File: src/rtl/opt_cipher_pkg.sv
// Shared cipher definitions for the opt byte-stream encryptor/decryptor pair and their benches.
// Holds default widths, the sequencer state encoding and the reference rotate/cipher functions.
package opt_cipher_pkg;

  localparam int DEF_DATA_W    = 8;
  localparam int DEF_ADDR_W    = 3;
  localparam int DEF_KEY_WORDS = 8;
  localparam int DEF_ROT_W     = $clog2(DEF_DATA_W);

  typedef logic [DEF_DATA_W-1:0] data_t;
  typedef logic [DEF_ROT_W-1:0]  rot_t;

  typedef enum logic [1:0] {
    IDLE  = 2'd0,
    FETCH = 2'd1,
    CALC  = 2'd2,
    HOLD  = 2'd3
  } state_t;

  // Rotations go through a doubled copy so a zero shift needs no special case.
  function automatic data_t rol_byte(input data_t v, input rot_t sh);
    return data_t'(({v, v} << sh) >> DEF_DATA_W);
  endfunction

  function automatic data_t ror_byte(input data_t v, input rot_t sh);
    return data_t'({v, v} >> sh);
  endfunction

  function automatic data_t enc_byte(input data_t pt, input data_t k);
    return rol_byte(pt ^ k, k[DEF_ROT_W-1:0]);
  endfunction

  function automatic data_t dec_byte(input data_t ct, input data_t k);
    return ror_byte(ct, k[DEF_ROT_W-1:0]) ^ k;
  endfunction

endpackage

File: src/rtl/opt_stream_decryptor_if.sv
// Stream, key-fetch and status signals of the opt stream decryptor.
// The slave view belongs to the decryptor, the master view to whatever drives it.
interface opt_stream_decryptor_if
  import opt_cipher_pkg::*;
#(
  parameter int DATA_W = DEF_DATA_W,
  parameter int ADDR_W = DEF_ADDR_W
);
  logic              start;
  logic              in_valid;
  logic [DATA_W-1:0] in_data;
  logic              in_ready;
  logic [ADDR_W-1:0] rf_addr;
  logic [DATA_W-1:0] rf_data;
  logic              out_valid;
  logic [DATA_W-1:0] out_data;
  logic              out_ready;
  logic              busy;
  logic [7:0]        byte_count;

  modport slave (
    input  start, in_valid, in_data, rf_data, out_ready,
    output in_ready, rf_addr, out_valid, out_data, busy, byte_count
  );

  modport master (
    output start, in_valid, in_data, rf_data, out_ready,
    input  in_ready, rf_addr, out_valid, out_data, busy, byte_count
  );
endinterface

File: src/rtl/opt_dec_core.sv
// Combinational inverse cipher: plaintext = rotate-right(ct, key low bits) xor key.
// Rotation is circular on DATA_W bits.
module opt_dec_core
  import opt_cipher_pkg::*;
#(
  parameter int DATA_W = DEF_DATA_W
) (
  input  logic [DATA_W-1:0] ct,
  input  logic [DATA_W-1:0] key,
  output logic [DATA_W-1:0] pt
);
  localparam int ROT_W = $clog2(DATA_W);

  logic [DATA_W-1:0] rotated;

  assign rotated = DATA_W'({ct, ct} >> key[ROT_W-1:0]);
  assign pt      = rotated ^ key;
endmodule

File: src/rtl/opt_stream_decryptor.sv
// Byte-stream decryptor: accepts one ciphertext byte, fetches its key from the register file,
// decrypts and holds the plaintext until downstream takes it. One byte in flight at a time.
//
//   state | meaning
//   IDLE  | in_ready high, waiting for a ciphertext byte
//   FETCH | rf_addr = key index, key sampled at the closing edge
//   CALC  | plaintext registered, out_valid raised at the closing edge
//   HOLD  | plaintext offered until out_ready, then count/index advance
module opt_stream_decryptor
  import opt_cipher_pkg::*;
#(
  parameter int DATA_W    = DEF_DATA_W,
  parameter int ADDR_W    = DEF_ADDR_W,
  parameter int KEY_WORDS = DEF_KEY_WORDS
) (
  input  logic                   clock,
  input  logic                   reset,
  opt_stream_decryptor_if.slave  bus
);
  state_t            state_q, state_d;
  logic              accept, deliver;
  logic [DATA_W-1:0] ct_q, key_q, pt;
  logic [ADDR_W-1:0] idx_q;
  logic              out_valid_q;
  logic [DATA_W-1:0] out_data_q;
  logic [7:0]        count_q;

  opt_dec_core #(.DATA_W(DATA_W)) u_core (
    .ct  (ct_q),
    .key (key_q),
    .pt  (pt)
  );

  always_ff @(posedge clock or posedge reset) begin
    if (reset) state_q <= IDLE;
    else       state_q <= state_d;
  end

  // start overrides every handshake, so it is resolved before the state decode.
  always_comb begin
    state_d = state_q;
    accept  = 1'b0;
    deliver = 1'b0;
    if (bus.start) begin
      state_d = IDLE;
    end else begin
      case (state_q)
        IDLE: begin
          if (bus.in_valid) begin
            accept  = 1'b1;
            state_d = FETCH;
          end
        end
        FETCH: state_d = CALC;
        CALC:  state_d = HOLD;
        HOLD: begin
          if (bus.out_ready) begin
            deliver = 1'b1;
            state_d = IDLE;
          end
        end
        default: state_d = IDLE;
      endcase
    end
  end

  always_ff @(posedge clock or posedge reset) begin
    if (reset) begin
      ct_q        <= '0;
      key_q       <= '0;
      idx_q       <= '0;
      out_valid_q <= 1'b0;
      out_data_q  <= '0;
      count_q     <= '0;
    end else begin
      if (accept) ct_q <= bus.in_data;
      if (state_q == FETCH && !bus.start) key_q <= bus.rf_data;
      if (bus.start) begin
        out_valid_q <= 1'b0;
        idx_q       <= '0;
        count_q     <= '0;
      end else begin
        if (state_q == CALC) begin
          out_data_q  <= pt;
          out_valid_q <= 1'b1;
        end
        if (deliver) begin
          out_valid_q <= 1'b0;
          count_q     <= count_q + 8'd1;
          idx_q       <= (idx_q == ADDR_W'(KEY_WORDS - 1)) ? '0 : idx_q + 1'b1;
        end
      end
    end
  end

  assign bus.in_ready   = (state_q == IDLE);
  assign bus.busy       = (state_q != IDLE);
  assign bus.rf_addr    = idx_q;
  assign bus.out_valid  = out_valid_q;
  assign bus.out_data   = out_data_q;
  assign bus.byte_count = count_q;
endmodule

File: src/flat_wrapper.sv
// flat-port wrapper written by rule: the top's interface ports become plain ports
module opt_stream_decryptor_flat import opt_cipher_pkg::*;
#(
  parameter int DATA_W    = DEF_DATA_W,
  parameter int ADDR_W    = DEF_ADDR_W,
  parameter int KEY_WORDS = DEF_KEY_WORDS
)
  (clock, reset, bus_start, bus_in_valid, bus_in_data, bus_rf_data, bus_out_ready, bus_in_ready, bus_rf_addr, bus_out_valid, bus_out_data, bus_busy, bus_byte_count);
  opt_stream_decryptor_if #(.DATA_W(DATA_W), .ADDR_W(ADDR_W)) bus_i ();
  input  logic clock;
  input  logic reset;
  input wire logic [$bits(bus_i.start)-1:0] bus_start;
  input wire logic [$bits(bus_i.in_valid)-1:0] bus_in_valid;
  input wire logic [$bits(bus_i.in_data)-1:0] bus_in_data;
  input wire logic [$bits(bus_i.rf_data)-1:0] bus_rf_data;
  input wire logic [$bits(bus_i.out_ready)-1:0] bus_out_ready;
  output wire logic [$bits(bus_i.in_ready)-1:0] bus_in_ready;
  output wire logic [$bits(bus_i.rf_addr)-1:0] bus_rf_addr;
  output wire logic [$bits(bus_i.out_valid)-1:0] bus_out_valid;
  output wire logic [$bits(bus_i.out_data)-1:0] bus_out_data;
  output wire logic [$bits(bus_i.busy)-1:0] bus_busy;
  output wire logic [$bits(bus_i.byte_count)-1:0] bus_byte_count;
  assign bus_i.start = bus_start;
  assign bus_i.in_valid = bus_in_valid;
  assign bus_i.in_data = bus_in_data;
  assign bus_i.rf_data = bus_rf_data;
  assign bus_i.out_ready = bus_out_ready;
  assign bus_in_ready = bus_i.in_ready;
  assign bus_rf_addr = bus_i.rf_addr;
  assign bus_out_valid = bus_i.out_valid;
  assign bus_out_data = bus_i.out_data;
  assign bus_busy = bus_i.busy;
  assign bus_byte_count = bus_i.byte_count;
  opt_stream_decryptor #(.DATA_W(DATA_W), .ADDR_W(ADDR_W), .KEY_WORDS(KEY_WORDS)) u_core (.clock(clock), .reset(reset), .bus(bus_i));
endmodule
File: config.mk
export PLATFORM = sky130hd
export DESIGN_NAME = opt_stream_decryptor_flat
export DESIGN_NICKNAME = d
export VERILOG_FILES = /design/src/rtl/opt_cipher_pkg.sv /design/src/rtl/opt_stream_decryptor_if.sv /design/src/rtl/opt_dec_core.sv /design/src/rtl/opt_stream_decryptor.sv /design/src/flat_wrapper.sv
export SDC_FILE = /design/constraint.sdc
export NUM_CORES = 1
export LEC_CHECK = 0
export CAP_MARGIN = 25
export CORE_AREA = 2 2 67 69
export CTS_CLUSTER_DIAMETER = 80
export DETAILED_ROUTE_END_ITERATION = 8
export DIE_AREA = 0 0 69 71
export PLACE_DENSITY_LB_ADDON = 0.05
export SLEW_MARGIN = 20
export SYNTH_ARGS = -nofsm -noshare
export SYNTH_HDL_FRONTEND = slang
export SYNTH_SLANG_ARGS = --single-unit
export TNS_END_PERCENT = 100
File: constraint.sdc
create_clock -name clock -period 3.3 [get_ports clock]
set_input_delay 0.495 -clock clock [delete_from_list [all_inputs] [get_ports clock]]
set_output_delay 0.495 -clock clock [all_outputs]
set_load 0.005 [all_outputs]
==> results.sh, run 1 <==
export IMPL_status="finished, final reports clean"
export IMPL_htreeDepth=2
export IMPL_cts_sinks=38
export IMPL_hold_path_depth=2
export IMPL_max_cap_viol_count=0
export IMPL_final_layout_size_suffix_gt1_share_pct=13.8
export IMPL_die_y_um=71
export IMPL_setup_violations_final=0
export IMPL_cts_resized=0
export IMPL_die_area_mm2=0.00490
export IMPL_wire_per_inst_um=14.2
export IMPL_critPathKind="flop to output pin"
export IMPL_cts_buffer_depth=2
export IMPL_num_antenna_cells=0
export IMPL_path_clk_slew_ns=0.07
export IMPL_grt_max_degree=39
export IMPL_rsz0062_at_grt="false"
export IMPL_yosysSeqAreaShare_pct=46.7
export IMPL_final_area_mm2=0.00258
export IMPL_holdWs_ns=0.481
export IMPL_ff2ff_path_depth=4
export IMPL_drc=0
export IMPL_vias=1368
export IMPL_hp_class="flop to flop"
export IMPL_p_seq_share_pct=39.4
export IMPL_clock_fmax_mhz=478
export IMPL_core_mm2=0.00420
export IMPL_yosysTopAreaCellShare_pct=46.7
export IMPL_intPower_mw=1.43
export IMPL_maxSlewViolCount=0
export IMPL_fillers=360
export IMPL_ios=43
export IMPL_worstPathArrival_ns=1.60
export IMPL_p_clk_share_pct=18.2
export IMPL_synthToLayoutAreaGrowth_pct=26.8
export IMPL_max_vdd_ir_drop_mv=0.445
export IMPL_cts_hold_fix_buffers=0
export IMPL_start_kind="flop"
export IMPL_ant_nets=0
export IMPL_r2r_setup_slack_ns=1.27
export IMPL_grt_pass1_wl_mm=6.44
export IMPL_fin_nets=237
export IMPL_post_drt_via_cell_ratio=5.22
export IMPL_grt_pass1_vias=1335
export IMPL_postRouteWirelength_mm=3.73
export IMPL_leakage_nw=1.12
export IMPL_cts_setup_buffers=0
export IMPL_portBuffers=42
export IMPL_final_cell_mix="clkdlybuf4s50_1, dfrtp_1, nand2_1"
export IMPL_initial_core_util_pct=48.4
export IMPL_gp_congestion=0.724
export IMPL_firstDrtPassIters=4
export IMPL_initialDrtViolationCount=63
export IMPL_p_comb_share_pct=42.4
export IMPL_clk_latency_ns=0.29
export IMPL_r2r_end="u_core.bus.out_data[4]"
export IMPL_antenna_found_initial=0
export IMPL_tightestPinTransition_ns=0.653
export IMPL_rows=24
export IMPL_required_ns=2.80
export IMPL_synth_avg_cell_area_um2=12.2
export IMPL_synthCells=167
export IMPL_p_switching_uw=679
export IMPL_yosysWarnings=0
export IMPL_synth_area_mm2=0.00203
export IMPL_crit_fanout=4
export IMPL_maxSlewHeadroom_pct=56.4
export IMPL_cts_tree="built"
export IMPL_syn_nets=195
export IMPL_post_route_min_period_ns=2.09
export IMPL_hp_start="u_core.bus.out_data[5]"
export IMPL_cts_root_buf="clkbuf_8"
export IMPL_synth_largest_area_cell="dfrtp_1"
export IMPL_p_sw_share_pct=32.2
export IMPL_timing_rr_start="u_core.key_q[1]"
export IMPL_cts_made_buffers=5
export IMPL_min_to="u_core.bus.out_data[5]"
export IMPL_timing_final_crit_share_pct=63.4
export IMPL_die_w_um=69
export IMPL_place_detailed_hpwl_mm=2.78
export IMPL_grt_usage_pct=16.8
export IMPL_hold_violations=0
export IMPL_layout_commonest_cell="clkdlybuf4s50_1"
export IMPL_ys_types=31
export IMPL_dpl_cell_area_mm2=0.00247
export IMPL_overflow=0
export IMPL_seq_area_um2=951
export IMPL_synth_seq_cells=38
export IMPL_p_per_area_mw_per_mm2=818
export IMPL_skew_ns=0.00705
export IMPL_multi_input_area_mm2=0.00100
export IMPL_worst_setup_path_end_kind="output pin"
export IMPL_fin_setup_tns_ns=0
export IMPL_netlist_top_cells_area="dfrtp_1, mux2_2, mux4_1, mux2i_1, ha_1"
## worst max-delay path, stage by stage (launching register included)
cell and delay [ns]:
dfrtp_1 0.40, inv_1 0.09, ha_1 0.25, inv_1 0.08, clkdlybuf4s50_1 0.49
## cell families after synthesis
logic type / count (synthesis) / synth area share [%]
and+or+nand+nor: 43 / 9.66
DFF: 38 / 46.7
muxes: 36 / 25.8
AOI/OAI and AO/OA: 17 / 4.37
buffers and inverters: 14 / 3.94
xor gates and xnor gates: 12 / 5.17
adders and majority gates: 7 / 4.30
## power groups by stage
stage,clock [mW],combinational (mW),sequential (mW)
global route,0.416,0.992,0.873
global placement,0,0.890,0.821
detailed placement,0,0.909,0.843
finish,0.384,0.894,0.832
floorplan,0,0.767,0.736
CTS,0.391,0.911,0.837
## stage by stage
stage                     power, mW  worst slack (ns)  utilization [%]  instances
final                          2.11              1.21             61.4        262
after global routing           2.28              1.09             61.4        262
after CTS                      2.14              1.20             61.4        262
after detailed placement       1.75              1.12             58.8        254
after global placement         1.71              1.17             58.8        254
after floorplan                1.50              1.76                -        167
## state kept, by name, summed over array words and instances, names as in the netlist
name	flops
u_core.state_q	2
u_core.bus.out_data	8
u_core.key_q	8
u_core.ct_q	8
u_core.bus.byte_count	8
u_core.bus.rf_addr	3
u_core.bus.out_valid	1
## synth_stat cells
| cell | instances |
|---|---|
| xor2_1 | 9 |
| nand2b_1 | 1 |
| buf_12 | 1 |
| buf_4 | 1 |
| nor3_1 | 5 |
| o21ai_0 | 7 |
| mux4_1 | 6 |
| nor2b_1 | 1 |
| a21oi_1 | 5 |
| o21ai_1 | 3 |
| nor2_1 | 9 |
| or3_1 | 1 |
| mux2_4 | 2 |
| dfrtp_1 | 38 |
| nand3_1 | 1 |
| a211oi_1 | 1 |
| nand4_1 | 3 |
| buf_1 | 1 |
| nand2_1 | 18 |
| buf_6 | 1 |
| ha_1 | 7 |
| nand3b_1 | 2 |
| o22ai_1 | 1 |
| xnor2_1 | 3 |
| mux2i_1 | 9 |
| mux4_2 | 3 |
| clkbuf_1 | 5 |
| mux2_2 | 16 |
| inv_1 | 5 |
| and2_1 | 1 |
| and3_1 | 1 |
## cell type report
class | instances | area share [%]
Timing Repair Buffer | 44 | 16.9
Sequential cell | 38 | 36.9
Multi-Input combinational cell | 115 | 38.9
Inverter | 5 | 0.727
Clock buffer | 7 | 2.96
Tap cell | 52 | 2.52
Clock inverter | 1 | 1.16
## worst max-delay path by stage
stage                      startpoint                      to  slack [ns]  cells past startpoint
finish              u_core.state_q[0]                bus_busy        1.21                      4
global route          u_core.key_q[1]  u_core.bus.out_data[4]        1.09                      4
CTS                 u_core.state_q[0]                bus_busy        1.20                      4
detailed placement          bus_start         u_core.key_q[3]        1.12                      4
global placement            bus_start         u_core.key_q[7]        1.17                      4
floorplan             u_core.key_q[1]  u_core.bus.out_data[1]        1.76                      6
## metal layers
metal | vias up | track usage, % | share of wire, %
li1 | 673 | - | -
met1 | 652 | 23.6 | 48
met2 | 37 | 25.5 | 45
met3 | 6 | 5.13 | 5.9
met4 | 0 | 4.58 | 1.1
met5 | - | 0 | 0
No activity file was read; power rests on OpenSTA's default activity.
==> run 2: changes to the inputs <==
Settings changed: CORE_AREA 2 2 67 69 to 2 2 70 72, DIE_AREA 0 0 69 71 to 0 0 72 74.
Clock period 3.3 ns to 1.9 ns, I/O delays scaled along.
==> run 2 against run 1 <==
- critical path depth unchanged
- power up 70%
- clock-buffer cell count unchanged
- die area up 8.8%
- global-route usage about the same
- final cell count up 2.7%
- setup slack worse by 1.1 ns
- register-to-register slack worse by 1.1 ns
- non-clock buffer count up 6
- sequential cell count unchanged
- wire length up 2.1%
- critical path type unchanged
- highest routed layer unchanged
==> results.sh, run 2 (synthesized netlist as in run 1, its figures left out) <==
export IMPL_p_clk_share_pct=14.3
export IMPL_layout_commonest_cell="clkdlybuf4s50_1"
export IMPL_required_ns=1.62
export IMPL_hp_class="input port to async pin"
export IMPL_p_seq_share_pct=39.8
export IMPL_setup_violations_final=0
export IMPL_skew_ns=0.00645
export IMPL_final_cell_mix="clkdlybuf4s50_1, dfrtp_1, nand2_1"
export IMPL_worstPathArrival_ns=1.52
export IMPL_timing_final_crit_share_pct=95.1
export IMPL_cts_sinks=38
export IMPL_post_drt_via_cell_ratio=5.27
export IMPL_path_clk_slew_ns=0.07
export IMPL_cts_tree="built"
export IMPL_initialDrtViolationCount=68
export IMPL_status="finished, final reports clean"
export IMPL_hold_violations=0
export IMPL_tightestPinTransition_ns=0.520
export IMPL_num_antenna_cells=0
export IMPL_core_mm2=0.00460
export IMPL_maxSlewViolCount=0
export IMPL_final_layout_size_suffix_gt1_share_pct=16.7
export IMPL_wire_per_inst_um=14.2
export IMPL_post_route_min_period_ns=1.81
export IMPL_ant_nets=0
export IMPL_ios=43
export IMPL_firstDrtPassIters=4
export IMPL_place_detailed_hpwl_mm=2.86
export IMPL_vias=1418
export IMPL_fin_nets=243
export IMPL_maxSlewHeadroom_pct=65.3
export IMPL_worst_setup_path_end_kind="output pin"
export IMPL_intPower_mw=2.41
export IMPL_crit_fanout=4
export IMPL_die_w_um=72
export IMPL_max_cap_viol_count=0
export IMPL_final_cells=269
export IMPL_p_per_area_mw_per_mm2=1380
export IMPL_antenna_found_initial=0
export IMPL_max_vdd_ir_drop_mv=0.712
export IMPL_grt_pass1_wl_mm=6.71
export IMPL_initial_core_util_pct=44.2
export IMPL_die_area_mm2=0.00533
export IMPL_start_kind="flop"
export IMPL_htreeDepth=2
export IMPL_rows=25
export IMPL_portBuffers=42
export IMPL_die_y_um=74
export IMPL_leakage_nw=1.13
export IMPL_rsz0062_at_grt="false"
export IMPL_grt_max_degree=39
export IMPL_critPathKind="flop to output pin"
export IMPL_p_switching_mw=1.17
export IMPL_clk_latency_ns=0.28
export IMPL_clock_fmax_mhz=553
export IMPL_cts_root_buf="clkbuf_8"
export IMPL_gp_congestion=0.839
export IMPL_cts_made_buffers=5
export IMPL_post_place_cells=260
export IMPL_grt_usage_pct=16.7
export IMPL_p_comb_share_pct=46.0
export IMPL_overflow=0
export IMPL_postRouteWirelength_mm=3.81
export IMPL_synthToLayoutAreaGrowth_pct=27.9
export IMPL_drc=0
export IMPL_p_sw_share_pct=32.7
export IMPL_grt_pass1_vias=1430
export IMPL_fin_setup_tns_ns=0
export IMPL_cts_buffer_depth=2
export IMPL_fin_util_pct=56.6
==> run 2: changes by cell type in the layout (fill, tap and decap cells not counted), sizes merged <==
cell / change
buf: +6
bufinv: -1
==> run 2: worst max-delay path, cell delays in order (launching register included) <==
cell and delay, ns:
dfrtp_1 0.39, inv_1 0.08, ha_2 0.20, inv_1 0.07
clkdlybuf4s50_1 0.50
==> run 2: area by class of cell <==
| class | count | area [um2] |
|---|---|---|
| flip-flops and latches | 38 | 952 |
| clock buffers | 7 | 76.3 |
| well taps | 54 | 67.6 |
| inverters | 5 | 18.8 |
| repair buffers | 50 | 480 |
| multi-input cells | 115 | 1010 |
| fillers | 388 | 2000 |
==> run 2: metrics by stage <==
stage / instance area, um2 / setup WS [ns] / total power, mW / hold WS [ns]
after floorplan: 2030 / 0.360 / 2.61 / 0.436
after global placement: 2510 / 0.104 / 3.02 / 0.463
after detailed placement: 2510 / 0.0772 / 3.08 / 0.470
after CTS: 2580 / 0.00129 / 3.60 / 0.450
after global routing: 2600 / 0.0104 / 3.87 / 0.489
final: 2600 / 0.0923 / 3.58 / 0.425
==> run 2: final timing paths <==
| check | start | endpoint | depth (start not counted) | slack [ns] |
|---|---|---|---|---|
| min reg2reg | u_core.bus.out_data[5] | u_core.bus.out_data[5] | 2 | 0.48 |
| max in group asynchronous | reset | u_core.key_q[1] | 3 | 1.11 |
| min in group clock | u_core.bus.out_data[5] | u_core.bus.out_data[5] | 2 | 0.48 |
| max | u_core.state_q[1] | bus_busy | 4 | 0.09 |
| min | reset | u_core.bus.byte_count[7] | 3 | 0.42 |
| max reg2reg | u_core.key_q[1] | u_core.bus.out_data[3] | 4 | 0.19 |
==> run 2: power groups by stage <==
stage	Combinational [mW]	Clock, mW	Sequential [mW]
final	1.65	0.510	1.42
after global routing	1.82	0.570	1.48
after CTS	1.64	0.538	1.42
after detailed placement	1.64	0	1.44
after global placement	1.61	0	1.41
after floorplan	1.33	0	1.28
==> run 2: metal layers <==
layer	routed length [um]	up-vias	part of all wire [%]	track usage, %
li1	-	687	-	-
met4	22	0	0.58	5.45
met2	1830	34	48	26.0
met5	0	-	0	0
met3	226	2	5.9	5.83
met1	1730	695	45	22.3
==> run 2: timing repair <==
action,4_1_cts,5_1_grt
gates resized for setup,0,2
setup buffers,0,2
hold buffers,0,0
setup endpoints to repair,0,5
==> run 3: changes to the inputs <==
Settings changed: CAP_MARGIN 25 to not set, RECOVER_POWER set to 25, REMOVE_ABC_BUFFERS set to 1.
==> run 3 against run 2 <==
- maximum frequency is 1.4% lower
- sequential cell count stayed put
- via count is 0.21% higher
- critical path depth is 1 lower
- hold slack better by 0.058 ns
- global-route usage is 0.19 points lower
- power is 0.55% higher
- core utilization stayed put
- clock power is 2% lower
- final area stayed put
- highest routed layer unchanged
==> results.sh, run 3 (synthesized netlist as in run 1, its figures left out) <==
export IMPL_cts_sinks=38
export IMPL_portBuffers=42
export IMPL_max_cap_viol_count=0
export IMPL_antenna_found_initial=0
export IMPL_grt_pass1_wl_mm=6.71
export IMPL_num_antenna_cells=0
export IMPL_holdWs_ns=0.483
export IMPL_wire_per_inst_um=15.0
export IMPL_critPathKind="flop to output pin"
export IMPL_power_mw=3.60
export IMPL_fin_setup_tns_ns=0
export IMPL_grt_max_degree=39
export IMPL_rows=25
export IMPL_initialDrtViolationCount=75
export IMPL_fin_nets=243
export IMPL_cts_tree="built"
export IMPL_htreeDepth=2
export IMPL_maxSlewHeadroom_pct=38.6
export IMPL_timing_final_crit_share_pct=96.5
export IMPL_post_route_min_period_ns=1.83
export IMPL_die_y_um=74
export IMPL_die_area_mm2=0.00533
export IMPL_rsz0062_at_grt="false"
export IMPL_clk_latency_ns=0.28
export IMPL_path_clk_slew_ns=0.07
export IMPL_max_vdd_ir_drop_mv=0.617
export IMPL_post_drt_via_cell_ratio=5.28
export IMPL_vias=1421
export IMPL_crit_fanout=4
export IMPL_firstDrtPassIters=4
export IMPL_p_per_area_mw_per_mm2=1380
export IMPL_status="finished, final reports clean"
export IMPL_worstPathArrival_ns=1.55
export IMPL_final_cells=269
export IMPL_worst_setup_path_end_kind="output pin"
export IMPL_initial_core_util_pct=44.2
export IMPL_place_detailed_hpwl_mm=3.06
export IMPL_maxSlewViolCount=0
export IMPL_post_place_cells=260
export IMPL_skew_ns=0.00546
export IMPL_start_kind="flop"
export IMPL_cts_buffer_depth=2
export IMPL_ios=43
export IMPL_final_cell_mix="clkdlybuf4s50_1, dfrtp_1, nand2_1"
export IMPL_grt_usage_pct=16.5
export IMPL_gp_congestion=0.772
export IMPL_drc=0
export IMPL_cts_made_buffers=5
export IMPL_die_w_um=72
export IMPL_cts_hold_fix_buffers=0
export IMPL_core_mm2=0.00460
export IMPL_clock_fmax_mhz=545
export IMPL_setup_violations_final=0
export IMPL_grt_pass1_vias=1447
export IMPL_r2r_setup_slack_ns=0.19
export IMPL_synthToLayoutAreaGrowth_pct=27.9
export IMPL_hold_violations=0
export IMPL_postRouteWirelength_mm=4.03
export IMPL_ant_nets=0
export IMPL_fin_util_pct=56.6
export IMPL_leakage_nw=1.14
export IMPL_layout_commonest_cell="clkdlybuf4s50_1"
export IMPL_tightestPinTransition_ns=0.921
export IMPL_final_layout_size_suffix_gt1_share_pct=16.7
export IMPL_cts_root_buf="clkbuf_8"
export IMPL_required_ns=1.62
export IMPL_hp_class="flop to flop"
export IMPL_overflow=0
==> run 3: cell types whose count changed in the layout (fill, tap and decap cells not counted) <==
cell / delta
clkdlybuf4s50_1: -2
buf_4: -1
clkbuf_2: +1
dlygate4sd3_1: +1
dlymetal6s2s_1: +1
==> run 3: layer usage <==
metal	global-route usage (%)	share of wire, %	vias up
met4	4.40	1.2	0
met3	4.74	4.7	5
met2	28.0	49	31
met5	0	0	-
met1	21.2	46	699
li1	-	-	686
==> run 3: power by group <==
group | total [mW] | internal (mW) | switching [mW] | leakage (nW)
Combinational | 1.67 | 1.07 | 0.603 | 0.625
Sequential | 1.43 | 1.09 | 0.337 | 0.482
Clock | 0.501 | 0.252 | 0.249 | 0.0383
Total | 3.60 | 2.41 | 1.19 | 1.14
==> run 3: final timing paths <==
| kind | startpoint | to | cells after the start |
|---|---|---|---|
| worst max-delay path | u_core.state_q[0] | bus_in_ready | 3 |
| worst min-delay path | u_core.bus.out_data[6] | u_core.bus.out_data[6] | 2 |
| worst max register to register | u_core.key_q[1] | u_core.bus.out_data[4] | 4 |
| worst min register to register | u_core.bus.out_data[6] | u_core.bus.out_data[6] | 2 |
| max in group asynchronous | reset | u_core.key_q[1] | 3 |
| min in group asynchronous | reset | u_core.bus.byte_count[7] | 3 |
==> run 3: per-stage QoR <==
stage | worst slack, ns | instance area (um2)
detailed placement | 0.0954 | 2510
CTS | 0.0105 | 2580
floorplan | 0.0984 | 1970
global placement | 0.138 | 2510
finish | 0.0659 | 2600
global route | 0.0284 | 2600
==> run 3: final cells by class <==
cell class | instances | area [um2]
sequential | 38 | 952
timing repair buffer | 50 | 480
tap | 54 | 67.6
clock buffer | 7 | 76.3
inverter | 5 | 18.8
fill | 416 | 2000
multi-input combinational | 115 | 1010
==> run 3: worst max-delay path, cell delays in order, from the launching register on <==
cell and delay [ns]:
dfrtp_1 0.40, inv_1 0.12, ha_2 0.23, clkdlybuf4s50_1 0.51
==> run 3: timing repair <==
action | 4_1_cts | 5_1_grt
endpoints found under the setup margin | 0 | 6
buffers inserted | 0 | 2
resized for setup | 0 | 3
